--- src/rtl/gyro_mod_demod_if.sv ---
// Bus bundle for the gyro modulation/demodulation stage: run control,
// half-period configuration, ADC samples in, phase/error/strobe out.
interface gyro_mod_demod_if #(
    parameter int unsigned ADC_W = 14,
    parameter int unsigned ACC_W = 32
);
    logic                    i_en;
    logic [15:0]             i_freq_cnt;
    logic [15:0]             i_wait_cnt;
    logic                    i_polarity;
    logic signed [ADC_W-1:0] i_adc;
    logic                    o_mod_out;
    logic signed [ACC_W-1:0] o_err;
    logic                    o_trig;
    logic [1:0]              o_cstate;

    // Controller/ADC side drives the inputs and observes the results.
    modport master (
        output i_en, i_freq_cnt, i_wait_cnt, i_polarity, i_adc,
        input  o_mod_out, o_err, o_trig, o_cstate
    );

    // Demodulator side.
    modport slave (
        input  i_en, i_freq_cnt, i_wait_cnt, i_polarity, i_adc,
        output o_mod_out, o_err, o_trig, o_cstate
    );
endinterface

--- src/rtl/gyro_mod_demod.sv ---
// Square-wave phase modulator and synchronous demodulator. Accumulates the
// settled ADC samples of each half-period and, once per full period, emits
// the saturated high-minus-low difference with a one-cycle strobe.
module gyro_mod_demod #(
    parameter int unsigned ADC_W = 14,
    parameter int unsigned ACC_W = 32
) (
    input logic             i_clk,
    input logic             i_rst,
    gyro_mod_demod_if.slave bus
);
    localparam int unsigned CNT_W = 16;
    localparam int unsigned EXT_W = ACC_W - ADC_W;

    localparam logic [ACC_W-1:0] ERR_MAX = {1'b0, {(ACC_W-1){1'b1}}};
    localparam logic [ACC_W-1:0] ERR_MIN = {1'b1, {(ACC_W-1){1'b0}}};

    typedef enum logic [1:0] {
        IDLE   = 2'd0,
        HALF_H = 2'd1,
        HALF_L = 2'd2
    } state_t;

    state_t                  state;
    logic [CNT_W-1:0]        cnt;
    logic [CNT_W-1:0]        freq_q;
    logic [CNT_W-1:0]        wait_q;
    logic                    pol_q;
    logic signed [ACC_W-1:0] sum_h;
    logic signed [ACC_W-1:0] sum_l;
    logic signed [ACC_W-1:0] err_q;
    logic                    mod_q;
    logic                    trig_q;

    logic signed [ACC_W-1:0] sample_c;
    logic                    take_c;
    logic                    last_c;
    logic [CNT_W-1:0]        freq_eff_c;
    logic signed [ACC_W-1:0] sum_l_fin_c;
    logic signed [ACC_W:0]   diff_c;
    logic signed [ACC_W-1:0] sat_c;

    // Sample qualification and end-of-half detection.
    assign sample_c   = {{EXT_W{bus.i_adc[ADC_W-1]}}, bus.i_adc};
    assign take_c     = (cnt >= wait_q);
    assign last_c     = (cnt == (freq_q - CNT_W'(1)));
    assign freq_eff_c = (bus.i_freq_cnt < CNT_W'(2)) ? CNT_W'(2) : bus.i_freq_cnt;

    // Low-half sum including the final sample taken on the wrap edge.
    assign sum_l_fin_c = take_c ? (sum_l + sample_c) : sum_l;

    // One extra bit so the difference itself never overflows before saturation.
    assign diff_c = pol_q
        ? ($signed({sum_l_fin_c[ACC_W-1], sum_l_fin_c}) - $signed({sum_h[ACC_W-1], sum_h}))
        : ($signed({sum_h[ACC_W-1], sum_h}) - $signed({sum_l_fin_c[ACC_W-1], sum_l_fin_c}));

    // Clamp when the top two bits disagree.
    assign sat_c = (diff_c[ACC_W] != diff_c[ACC_W-1])
        ? (diff_c[ACC_W] ? $signed(ERR_MIN) : $signed(ERR_MAX))
        : diff_c[ACC_W-1:0];

    // Modulation FSM, half-period counting, accumulation and result strobe.
    always_ff @(posedge i_clk or posedge i_rst) begin
        if (i_rst) begin
            state  <= IDLE;
            cnt    <= '0;
            freq_q <= '0;
            wait_q <= '0;
            pol_q  <= 1'b0;
            sum_h  <= '0;
            sum_l  <= '0;
            err_q  <= '0;
            mod_q  <= 1'b0;
            trig_q <= 1'b0;
        end else begin
            trig_q <= 1'b0;
            if (!bus.i_en) begin
                // Disable aborts the period; the last error is kept.
                state <= IDLE;
                mod_q <= 1'b0;
                cnt   <= '0;
                sum_h <= '0;
                sum_l <= '0;
            end else begin
                case (state)
                    IDLE: begin
                        state  <= HALF_H;
                        mod_q  <= 1'b1;
                        cnt    <= '0;
                        freq_q <= freq_eff_c;
                        wait_q <= bus.i_wait_cnt;
                        pol_q  <= bus.i_polarity;
                        sum_h  <= '0;
                        sum_l  <= '0;
                    end
                    HALF_H: begin
                        if (take_c) begin
                            sum_h <= sum_h + sample_c;
                        end
                        if (last_c) begin
                            // Low sum starts empty; its first sample arrives next edge.
                            state <= HALF_L;
                            mod_q <= 1'b0;
                            cnt   <= '0;
                            sum_l <= '0;
                        end else begin
                            cnt <= cnt + CNT_W'(1);
                        end
                    end
                    HALF_L: begin
                        if (last_c) begin
                            err_q  <= sat_c;
                            trig_q <= 1'b1;
                            state  <= HALF_H;
                            mod_q  <= 1'b1;
                            cnt    <= '0;
                            sum_h  <= '0;
                            sum_l  <= sum_l_fin_c;
                            freq_q <= freq_eff_c;
                            wait_q <= bus.i_wait_cnt;
                            pol_q  <= bus.i_polarity;
                        end else begin
                            if (take_c) begin
                                sum_l <= sum_l + sample_c;
                            end
                            cnt <= cnt + CNT_W'(1);
                        end
                    end
                    default: begin
                        state <= IDLE;
                        mod_q <= 1'b0;
                        cnt   <= '0;
                        sum_h <= '0;
                        sum_l <= '0;
                    end
                endcase
            end
        end
    end

    assign bus.o_mod_out = mod_q;
    assign bus.o_err     = err_q;
    assign bus.o_trig    = trig_q;
    assign bus.o_cstate  = state;
endmodule

--- src/flat_wrapper.sv ---
// flat-port wrapper written by rule: the top's interface ports become plain ports
module gyro_mod_demod_flat 
#(
    parameter int unsigned ADC_W = 14,
    parameter int unsigned ACC_W = 32
)
  (i_clk, i_rst, bus_i_en, bus_i_freq_cnt, bus_i_wait_cnt, bus_i_polarity, bus_i_adc, bus_o_mod_out, bus_o_err, bus_o_trig, bus_o_cstate);
  gyro_mod_demod_if #(.ADC_W(ADC_W), .ACC_W(ACC_W)) bus_i ();
  input logic i_clk;
  input logic i_rst;
  input wire logic [$bits(bus_i.i_en)-1:0] bus_i_en;
  input wire logic [$bits(bus_i.i_freq_cnt)-1:0] bus_i_freq_cnt;
  input wire logic [$bits(bus_i.i_wait_cnt)-1:0] bus_i_wait_cnt;
  input wire logic [$bits(bus_i.i_polarity)-1:0] bus_i_polarity;
  input wire logic [$bits(bus_i.i_adc)-1:0] bus_i_adc;
  output wire logic [$bits(bus_i.o_mod_out)-1:0] bus_o_mod_out;
  output wire logic [$bits(bus_i.o_err)-1:0] bus_o_err;
  output wire logic [$bits(bus_i.o_trig)-1:0] bus_o_trig;
  output wire logic [$bits(bus_i.o_cstate)-1:0] bus_o_cstate;
  assign bus_i.i_en = bus_i_en;
  assign bus_i.i_freq_cnt = bus_i_freq_cnt;
  assign bus_i.i_wait_cnt = bus_i_wait_cnt;
  assign bus_i.i_polarity = bus_i_polarity;
  assign bus_i.i_adc = bus_i_adc;
  assign bus_o_mod_out = bus_i.o_mod_out;
  assign bus_o_err = bus_i.o_err;
  assign bus_o_trig = bus_i.o_trig;
  assign bus_o_cstate = bus_i.o_cstate;
  gyro_mod_demod #(.ADC_W(ADC_W), .ACC_W(ACC_W)) u_core (.i_clk(i_clk), .i_rst(i_rst), .bus(bus_i));
endmodule
--- config.mk ---
export PLATFORM = sky130hd
export DESIGN_NAME = gyro_mod_demod_flat
export DESIGN_NICKNAME = d
export VERILOG_FILES = /design/src/rtl/gyro_mod_demod_if.sv /design/src/rtl/gyro_mod_demod.sv /design/src/flat_wrapper.sv
export SDC_FILE = /design/constraint.sdc
export NUM_CORES = 1
export LEC_CHECK = 0
export ABC_AREA = 1
export BUFFER_PORTS_ARGS = -buffer_cell sky130_fd_sc_hd__buf_2
export CELL_PAD_IN_SITES_DETAIL_PLACEMENT = 1
export CELL_PAD_IN_SITES_GLOBAL_PLACEMENT = 1
export CORE_AREA = 2 2 174 176
export CTS_BUF_LIST = sky130_fd_sc_hd__clkbuf_8 sky130_fd_sc_hd__clkbuf_16
export DETAILED_ROUTE_END_ITERATION = 8
export DIE_AREA = 0 0 176 178
export PLACE_DENSITY = 0.9
export SYNTH_ARGS = -nofsm -noshare
export SYNTH_HDL_FRONTEND = slang
export SYNTH_SLANG_ARGS = --single-unit
--- constraint.sdc ---
create_clock -name i_clk -period 7.46 [get_ports i_clk]
set_input_delay 0 -clock i_clk [delete_from_list [all_inputs] [get_ports i_clk]]
set_output_delay 0 -clock i_clk [all_outputs]
set_load 0.01 [all_outputs]
; After elaboration in Yosys (flattened, before gate mapping)
; Cells that the tools add are included.
[totals]
elab_cells = 64
reg_bits = 149
out_inout_bits = 36
[op_classes]
mux = 31
add_sub_neg = 6
n_eq_ne = 8
order_cmp = 2
reduce_logical = 7
[ops]
columns = op, n
row1 = two-way mux 32 bit, 7
row2 = case mux 32 bit (2 select lines), 2
row3 = two-way mux 16 bit, 6
row4 = subtractor 32 x 32 -> 33 bit, 2
row5 = adder 32 x 14 -> 32 bit, 2
row6 = case mux 16 bit (2 select lines), 2
row7 = two-way mux 33 bit, 1
row8 = "adder 16 x 1 -> 16 bit, second input constant", 1
row9 = == test 16 bit, 1
row10 = >= comparator 16 bit, 1
row11 = "< comparator 16 x 2 -> 1 bit, second input constant", 1
row12 = "subtractor 16 x 1 -> 16 bit, second input constant", 1
row13 = "!= test 3 x 2 -> 1 bit, second input constant", 3
row14 = two-way mux 1 bit, 7
row15 = two-way mux 2 bit, 3
row16 = case mux 2 bit (3 select lines), 1
row17 = AND reduction 3 bit, 2
row18 = AND reduction 2 bit, 2
row19 = case mux 1 bit (3 select lines), 1
row20 = "== test 2 x 1 -> 1 bit, second input constant", 1
row21 = "== test 2 bit, second input constant", 1
row22 = zero test 2 bit, 1
row23 = "!= test 2 x 1 -> 1 bit, second input constant", 1
row24 = case mux 1 bit (2 select lines), 1
row25 = 3 further kinds, 3

; Longest topological paths before layout
; Gate-level depths: netlist (run 1).
[depth]
depth_word = 6
depth_mapped = 34
depth_no_buf = 32

; Worst setup path after synthesis (run 1)
; No wires, ideal clock.
[synth_path]
kind = reg-to-reg
from = register u_core.sum_l[0]
to = register u_core.err_q[0], in the netlist u_core.bus.o_err[0]
n_path_buf = 1
slack_ns = 3.203
arrival_ns = 4.136
path_stages_with_launch = 31
period_less_slack_ns = 4.257
cell_sequence = dfrtp_1 > ha_1 > fa_1 > nand2_1 > o21ai_1 > a21oi_1 > o21ai_1 > a21oi_1 > inv_1 > a21oi_1 > xor2_1 > nand2_1 > o21ai_0 > inv_1 > ha_1 > nand2_1 > nor2_1 > inv_1 > nor2_1 > inv_2 > nor3_1 > o21ai_1 > a31oi_1 > o21ai_1 > nand2_1 > nand2_1 > nand3_1 > nand2_1 > inv_2 > buf_6 > a21oi_2
[synth_between]
elab_chain_cells = 6
elab_cells_between_ends = 8
cone_classes = add/sub: 3 / eq/ne: 1 / mux: 4
[synth_rtl]
columns = element, line
row1 = start: declaration, gyro_mod_demod.sv:30  ; logic signed [ACC_W-1:0] sum_l;
row2 = start signal: assignment, gyro_mod_demod.sv:118  ; sum_l <= sum_l_fin_c;
row3 = start signal: assignment, gyro_mod_demod.sv:124  ; sum_l <= sum_l + sample_c;
row4 = adder 32 x 14 -> 32 bit, gyro_mod_demod.sv:50  ; assign sum_l_fin_c = take_c ? (sum_l + sample_c) : sum_l;
row5 = two-way mux 32 bit (*), gyro_mod_demod.sv:50
row6 = subtractor 32 x 32 -> 33 bit (on tied branches), "gyro_mod_demod.sv:55, gyro_mod_demod.sv:54"
row7 = two-way mux 33 bit (*), gyro_mod_demod.sv:54  ; ? ($signed({sum_l_fin_c[ACC_W-1], sum_l_fin_c}) - $signed({sum_h[ACC_W-1], sum_h}))
row8 = two-way mux 32 bit / != test 1 bit (equally long branches), "gyro_mod_demod.sv:59, gyro_mod_demod.sv:58"
row9 = two-way mux 32 bit (*), gyro_mod_demod.sv:59  ; ? (diff_c[ACC_W] ? $signed(ERR_MIN) : $signed(ERR_MAX))
row10 = end signal: assignment, gyro_mod_demod.sv:112  ; err_q <= sat_c;
row11 = end: declaration, gyro_mod_demod.sv:31  ; logic signed [ACC_W-1:0] err_q;
; Mark *: on every way between the ends. The rest lies on a longest branch, timed or not.
; A chain may end at the register's enable or synchronous reset.

; Worst setup path after layout (run 1)
[layout_path]
from = register u_core.cnt[3]
to = register u_core.err_q[27], in the netlist u_core.bus.o_err[27]
[layout_between]
elab_chain_cells = 6
elab_cells_between_ends = 10
cone_classes = add/sub: 2 / order compare: 1 / eq/ne: 2 / mux: 4 / reduce/logical: 1
[layout_rtl]
columns = element, line
row1 = start: declaration, gyro_mod_demod.sv:25  ; logic [CNT_W-1:0] cnt;
row2 = start signal: assignment, gyro_mod_demod.sv:107  ; cnt <= cnt + CNT_W'(1);
row3 = start signal: assignment, gyro_mod_demod.sv:126  ; cnt <= cnt + CNT_W'(1);
row4 = >= comparator 16 bit, gyro_mod_demod.sv:45  ; assign take_c = (cnt >= wait_q);
row5 = two-way mux 32 bit, gyro_mod_demod.sv:50
row6 = subtractor 32 x 32 -> 33 bit (on tied branches), "gyro_mod_demod.sv:55, gyro_mod_demod.sv:54"
row7 = two-way mux 33 bit, gyro_mod_demod.sv:54
row8 = two-way mux 32 bit / != test 1 bit (equally long branches), "gyro_mod_demod.sv:59, gyro_mod_demod.sv:58"
row9 = two-way mux 32 bit, gyro_mod_demod.sv:59
; Parallel ways exist; a longest one is shown, timed or not.

==> flow_metrics.py, run 1 <==
metrics = {
    "drt": {
        "ant_nets": 0,
        "wire_per_inst_um": 21.4,
        "wl_met1_um": 22900,
        "dr_wl_met2_um": 26900,
        "first_iter_violations": 1116,
        "num_vias": 15300,
        "vias_per_cell": 5.91,
        "wl_met3_um": 3130,
        "highest_layer": "met4",
        "drcViolationCount": 0,
        "routed_wl_um": 55400,
        "drt_pre_antenna_iters": 5,
    },
    "setup_path": {
        "crit-reg2reg-capture": "u_core.bus.o_err[27]",
        "worst_path_most_repeated_cell": "nand2_1",
        "rr_worst_depth": 29,
        "slowest_delay_ns": 0.55,
        "path_delay_family": "simple AND/OR/NAND/NOR gates",
        "cp_data_required_time_ns": 7.74,
        "r2r_slack_ns": 1.10,
        "worstSetupEndpointType": "register",
        "slowest_stage": "inv_2",
        "worstPathArrival_ns": 6.65,
        "worst_r2r_startpoint": "u_core.cnt[3]",
        "critPathKind": "reg2reg",
        "startpoint_type": "register",
        "critPathBufInv": 6,
        "worstSetupPathDepth": 29,
        "cp_max_fo": 40,
    },
    "timing": {
        "fmax_mhz": 157,
        "fin_crit_sh_pct": 85.3,
        "setup_viol": 0,
        "rsz0062_at_grt": "no",
        "fin_setup_tns_ns": 0,
        "worstMarginPinSlew_ns": 0.872,
        "maxSlewViolCount": 0,
        "hold_viol": 0,
        "slew_headroom_pct": 41.9,
        "fin_skew_ns": 0.0155,
        "finalCriticalPeriod_ns": 6.36,
        "worst_slack_ns": 1.10,
    },
    "place": {
        "gp_congestion": 0.948,
        "io_buffers": 85,
        "post-place-ws_ns": 1.63,
        "place_hpwl_um": 39200,
        "post_dp_cell_area_mm2": 0.0150,
    },
    "global_routing": {
        "grt_usage_pct": 35.8,
        "grt_pass1_wl_um": 87500,
        "grt_max_degree": 94,
        "antenna_found_initial": 2,
        "grt-ovfl-total": 0,
        "grt_pass1_vias": 16400,
    },
    "clocking": {
        "clk_pin_slew_worst_paths_ns": 0.07,
        "clockBufferDepth": 2,
        "cts_setup_buffers": 0,
        "root_buffer": "clkbuf_16",
        "cts_buffers": 17,
        "cts_tree": "built",
        "clkLatencyLatePin_ns": 0.45,
        "cts_htree_levels": 4,
        "clock-sinks": 149,
    },
    "logic_synthesis": {
        "synthesis.area_mm2": 0.0143,
        "synthesis.instances": 2078,
        "avgSynthCellArea_um2": 6.88,
        "synth_fp_nets": 2279,
        "synth_edf_count": 0,
        "synth_cell_types": 56,
        "synth-seq-area-share_pct": 26.1,
        "synthArstFlopShare_pct": 100,
        "yosys_warnings": 0,
        "synth-seq-cells": 149,
        "synth_top_flop_cell": "dfrtp_1",
    },
    "outcome": {
        "status": "finished, final reports clean",
    },
    "finish": {
        "final_cell_area_mm2": 0.0160,
        "mostFrequentLayoutCells": "nand2_1, inv_1, a21oi_1, nor2_1, dfrtp_1",
        "drive_above_1_share_pct": 10.2,
        "syn_to_final_growth_pct": 11.8,
        "fillCellCount": 3870,
        "nets": 2383,
        "final_common_cell": "nand2_1",
    },
    "floorplan": {
        "rows": 63,
        "pin_count": 86,
        "die_x_um": 176,
        "fp.coreArea_mm2": 0.0294,
        "die_area_mm2": 0.0313,
        "fp.dieH_um": 178,
        "start_util_pct": 48.6,
    },
    "worst_hold_path": {
        "holdPathStages": 4,
        "min_to": "u_core.sum_h[1]",
        "hold_start": "bus_i_adc[1]",
        "hold_path_class": "in2reg",
    },
    "pwr": {
        "ir_drop_mv": 0.143,
        "p_per_area_mw_per_mm2": 206,
        "p_leak_nw": 8.68,
    },
    "run": {
        "cap_viol_max_count": 0,
    },
}
tightest hold or removal path, cell delays in order:
cell and delay, ns:
buf_2 0.19, fa_1 0.20, nand2_1 0.06, nand2_1 0.05
metal layers:
| metal | vias up | track usage, % |
|---|---|---|
| met5 | - | 0 |
| met4 | 0 | 16.9 |
| met3 | 181 | 6.03 |
| met2 | 546 | 62.9 |
| met1 | 7517 | 42.9 |
| li1 | 7047 | - |
cell usage after synthesis, drive strengths merged, types with 22 or more instances:
master / number / share of area (%)
o21ai: 206 / 7.2
buf: 23 / 1.3
dfrtp: 149 / 26
inv: 297 / 7.8
nand2: 487 / 13
a21oi: 202 / 7.6
xor2: 46 / 2.8
nor3: 22 / 0.77
ha: 147 / 13
xnor2: 41 / 2.5
nand3: 74 / 2.7
clkbuf: 24 / 0.67
nor2: 159 / 4.4
or2: 53 / 2.3
power breakdown:
part           internal [mW]  switching [mW]
Clock                  0.517           0.421
Combinational          0.405           0.931
Sequential             0.907           0.104
Total                   1.83            1.46
worst max path at each step:
stage	from	end	slack, ns
floorplan	u_core.sum_l[0]	u_core.bus.o_err[0]	3.20
global placement	u_core.cnt[3]	u_core.bus.o_err[28]	1.99
detailed placement	u_core.cnt[3]	u_core.bus.o_err[24]	1.63
CTS	u_core.cnt[3]	u_core.bus.o_err[20]	1.42
global route	u_core.cnt[3]	u_core.bus.o_err[20]	0.69
finish	u_core.cnt[3]	u_core.bus.o_err[27]	1.10
per-stage QoR:
step                      cells  utilization (%)  hold slack (ns)  power (mW)
final                      2586             54.3           0.0829        3.29
after global routing       2586             54.3           0.0828        3.43
after detailed placement   2516             51.1            0.212        2.19
after floorplan            2078                -            0.110        1.87
after global placement     2516             51.1            0.209        2.12
after CTS                  2584             54.3           0.0628        3.16
final cells by class:
type | instances | area, um2 | area share (%)
timing repair buffer | 132 | 871 | 5.45
sequential | 149 | 3730 | 23.3
clock inverter | 12 | 140 | 0.877
tap | 390 | 488 | 3.05
clock buffer | 19 | 453 | 2.83
antenna | 2 | 5.00 | 0.0313
multi-input combinational | 1585 | 9170 | 57.4
inverter | 297 | 1120 | 7.01
cells by family (layout without fill, tap and decap cells):
kind of cell | count (synthesis) | count (layout) | share of synthesized area [%]
compound gates | 502 | 502 | 19.7
xor+xnor | 87 | 87 | 5.33
fa+ha+maj | 151 | 151 | 13.4
buf+inv | 344 | 460 | 9.72
flops | 149 | 149 | 26.1
mux | 3 | 3 | 0.210
other cells | 0 | 2 | 0
simple gates | 842 | 842 | 25.5
registers in the layout (all words and copies together), names as in the netlist:
signal,cells
u_core.bus.o_err,32
u_core.bus.o_cstate,2
u_core.wait_q,16
u_core.bus.o_trig,1
u_core.sum_l,32
u_core.freq_q,16
u_core.pol_q,1
u_core.sum_h,32
u_core.cnt,16
u_core.bus.o_mod_out,1
repair_timing:
action / 4_1_cts / 5_1_grt
hold buffers: 37 / 0
resized for setup: 0 / 0
endpoints found under the hold margin: 128 / 0
Note: power is estimated with default switching activity, not from simulation.
==> inputs of run 2 (changes only) <==
- REMOVE_ABC_BUFFERS: not set -> 1
==> flow_metrics.py, run 2 (same netlist as run 1, synthesis figures left out) <==
metrics = {
    "outcome": {
        "status": "finished, final reports clean",
    },
    "setup_path": {
        "worst_r2r_startpoint": "u_core.cnt[7]",
        "worstPathArrival_ns": 6.73,
        "worst_path_most_repeated_cell": "nand2_1",
        "crit_end": "u_core.bus.o_err[20]",
        "worstSetupPathDepth": 30,
        "crit-reg2reg-capture": "u_core.bus.o_err[20]",
        "path_delay_family": "simple AND/OR/NAND/NOR gates",
        "slowest_delay_ns": 0.64,
        "critPathKind": "reg2reg",
        "startpoint_type": "register",
        "critPathLaunch": "u_core.cnt[7]",
        "slowest_stage": "inv_2",
        "worstSetupEndpointType": "register",
        "rr_worst_depth": 30,
        "r2r_slack_ns": 1.02,
        "cp_data_required_time_ns": 7.75,
        "cp_max_fo": 44,
        "critPathBufInv": 7,
    },
    "floorplan": {
        "die_area_mm2": 0.0313,
        "fp.coreArea_mm2": 0.0294,
        "fp.dieH_um": 178,
        "die_x_um": 176,
        "rows": 63,
        "pin_count": 86,
        "start_util_pct": 48.6,
    },
    "drt": {
        "ant_nets": 0,
        "wire_per_inst_um": 20.9,
        "routed_wl_um": 54100,
        "drt_pre_antenna_iters": 5,
        "first_iter_violations": 1189,
        "vias_per_cell": 5.95,
        "drcViolationCount": 0,
        "num_vias": 15400,
    },
    "timing": {
        "fmax_mhz": 155,
        "slew_headroom_pct": 25.1,
        "maxSlewViolCount": 0,
        "fin_crit_sh_pct": 86.3,
        "timing.hold.ws_ns": 0.0243,
        "worstMarginPinSlew_ns": 1.12,
        "finalCriticalPeriod_ns": 6.44,
        "hold_viol": 0,
        "setup_viol": 0,
        "fin_skew_ns": 0.0182,
        "rsz0062_at_grt": "no",
        "fin_setup_tns_ns": 0,
    },
    "clocking": {
        "clockBufferDepth": 2,
        "cts_buffers": 17,
        "root_buffer": "clkbuf_16",
        "clkLatencyLatePin_ns": 0.46,
        "clk_pin_slew_worst_paths_ns": 0.08,
        "clock-sinks": 149,
        "cts_tree": "built",
        "cts_htree_levels": 4,
    },
    "global_routing": {
        "antenna_found_initial": 1,
        "grt_usage_pct": 35.0,
        "grt_pass1_wl_um": 86500,
        "grt_max_degree": 78,
        "grt-ovfl-total": 0,
        "grt_pass1_vias": 16400,
    },
    "place": {
        "place_hpwl_um": 38300,
        "io_buffers": 85,
        "dp.cells": 2514,
        "gp_congestion": 0.972,
    },
    "finish": {
        "stdcell_count": 2585,
        "mostFrequentLayoutCells": "nand2_1, inv_1, a21oi_1, nor2_1, dfrtp_1",
        "finalCoreUtilization_pct": 54.4,
        "syn_to_final_growth_pct": 11.9,
        "nets": 2382,
        "drive_above_1_share_pct": 10.2,
        "final_common_cell": "nand2_1",
    },
    "worst_hold_path": {
        "hold_start": "bus_i_adc[1]",
        "hold_path_class": "in2reg",
    },
    "pwr": {
        "p_leak_nw": 8.67,
        "ir_drop_mv": 0.173,
        "p_per_area_mw_per_mm2": 204,
    },
    "run": {
        "cap_viol_max_count": 0,
    },
}
run 2: changes by cell type in the layout (fill, tap and decap cells not counted), sizes merged:
cell / delta
clkinv: +3
buf: -2
inv: -2
clkbuf: -1
clkinvlp: +1
diode: -1
dlygate4sd3: +1
run 2: routing by layer:
layer / track usage, % / part of all wire [%] / vias up
met5: 0 / 0 / -
met4: 16.7 / 4.5 / 0
met3: 4.67 / 5.1 / 187
met2: 61.8 / 48 / 623
met1: 42.2 / 42 / 7518
li1: - / - / 7044
run 2: final cells by class:
class | count | area (um2)
Clock buffer | 18 | 439
Tap cell | 390 | 488
Multi-Input combinational cell | 1585 | 9170
Fill cell | 3892 | 13400
Antenna cell | 1 | 2.50
Clock inverter | 14 | 169
Timing Repair Buffer | 131 | 866
Inverter | 297 | 1120
Sequential cell | 149 | 3730
run 2: worst min path at each step:
stage / slack (ns) / end / cells after the start
2_1_floorplan: 0.11 / u_core.freq_q[8] / 2
3_5_place_dp: 0.16 / u_core.bus.o_err[27] / 2
6_report: 0.02 / u_core.sum_h[1] / 4
3_3_place_gp: 0.16 / u_core.bus.o_err[27] / 2
4_1_cts: 0.02 / u_core.sum_h[1] / 4
5_1_grt: 0.06 / u_core.sum_h[1] / 4
run 2: where the power goes:
part	internal, mW	leakage, nW	switching [mW]
Clock	0.513	0.298	0.435
Combinational	0.403	6.35	0.899
Sequential	0.907	2.02	0.0995
run 2: worst reg2reg max path, delay by kind of cell (launching register included):
family / cells / cell delay, ns
flip-flops: 1 / 0.52
buffers and inverters: 7 / 1.49
AO/OA/AOI/OAI: 7 / 1.13
AND/OR/NAND/NOR: 14 / 2.31
adder cells (fa/ha/maj): 2 / 0.82
run 2: per-stage QoR:
step	setup slack, ns	total power [mW]	cell area (um2)
floorplan	2.90	1.82	14000
global placement	1.91	2.11	15000
detailed placement	1.63	2.19	15000
CTS	1.29	3.15	16000
global route	0.639	3.40	16000
finish	1.02	3.26	16000
run 2: repair_timing:
action                     4_1_cts  5_1_grt
setup endpoints to repair        0        0
setup buffers                    0        0
hold buffers                    38        0
gates resized for setup          0        0
hold endpoints to repair       108        0
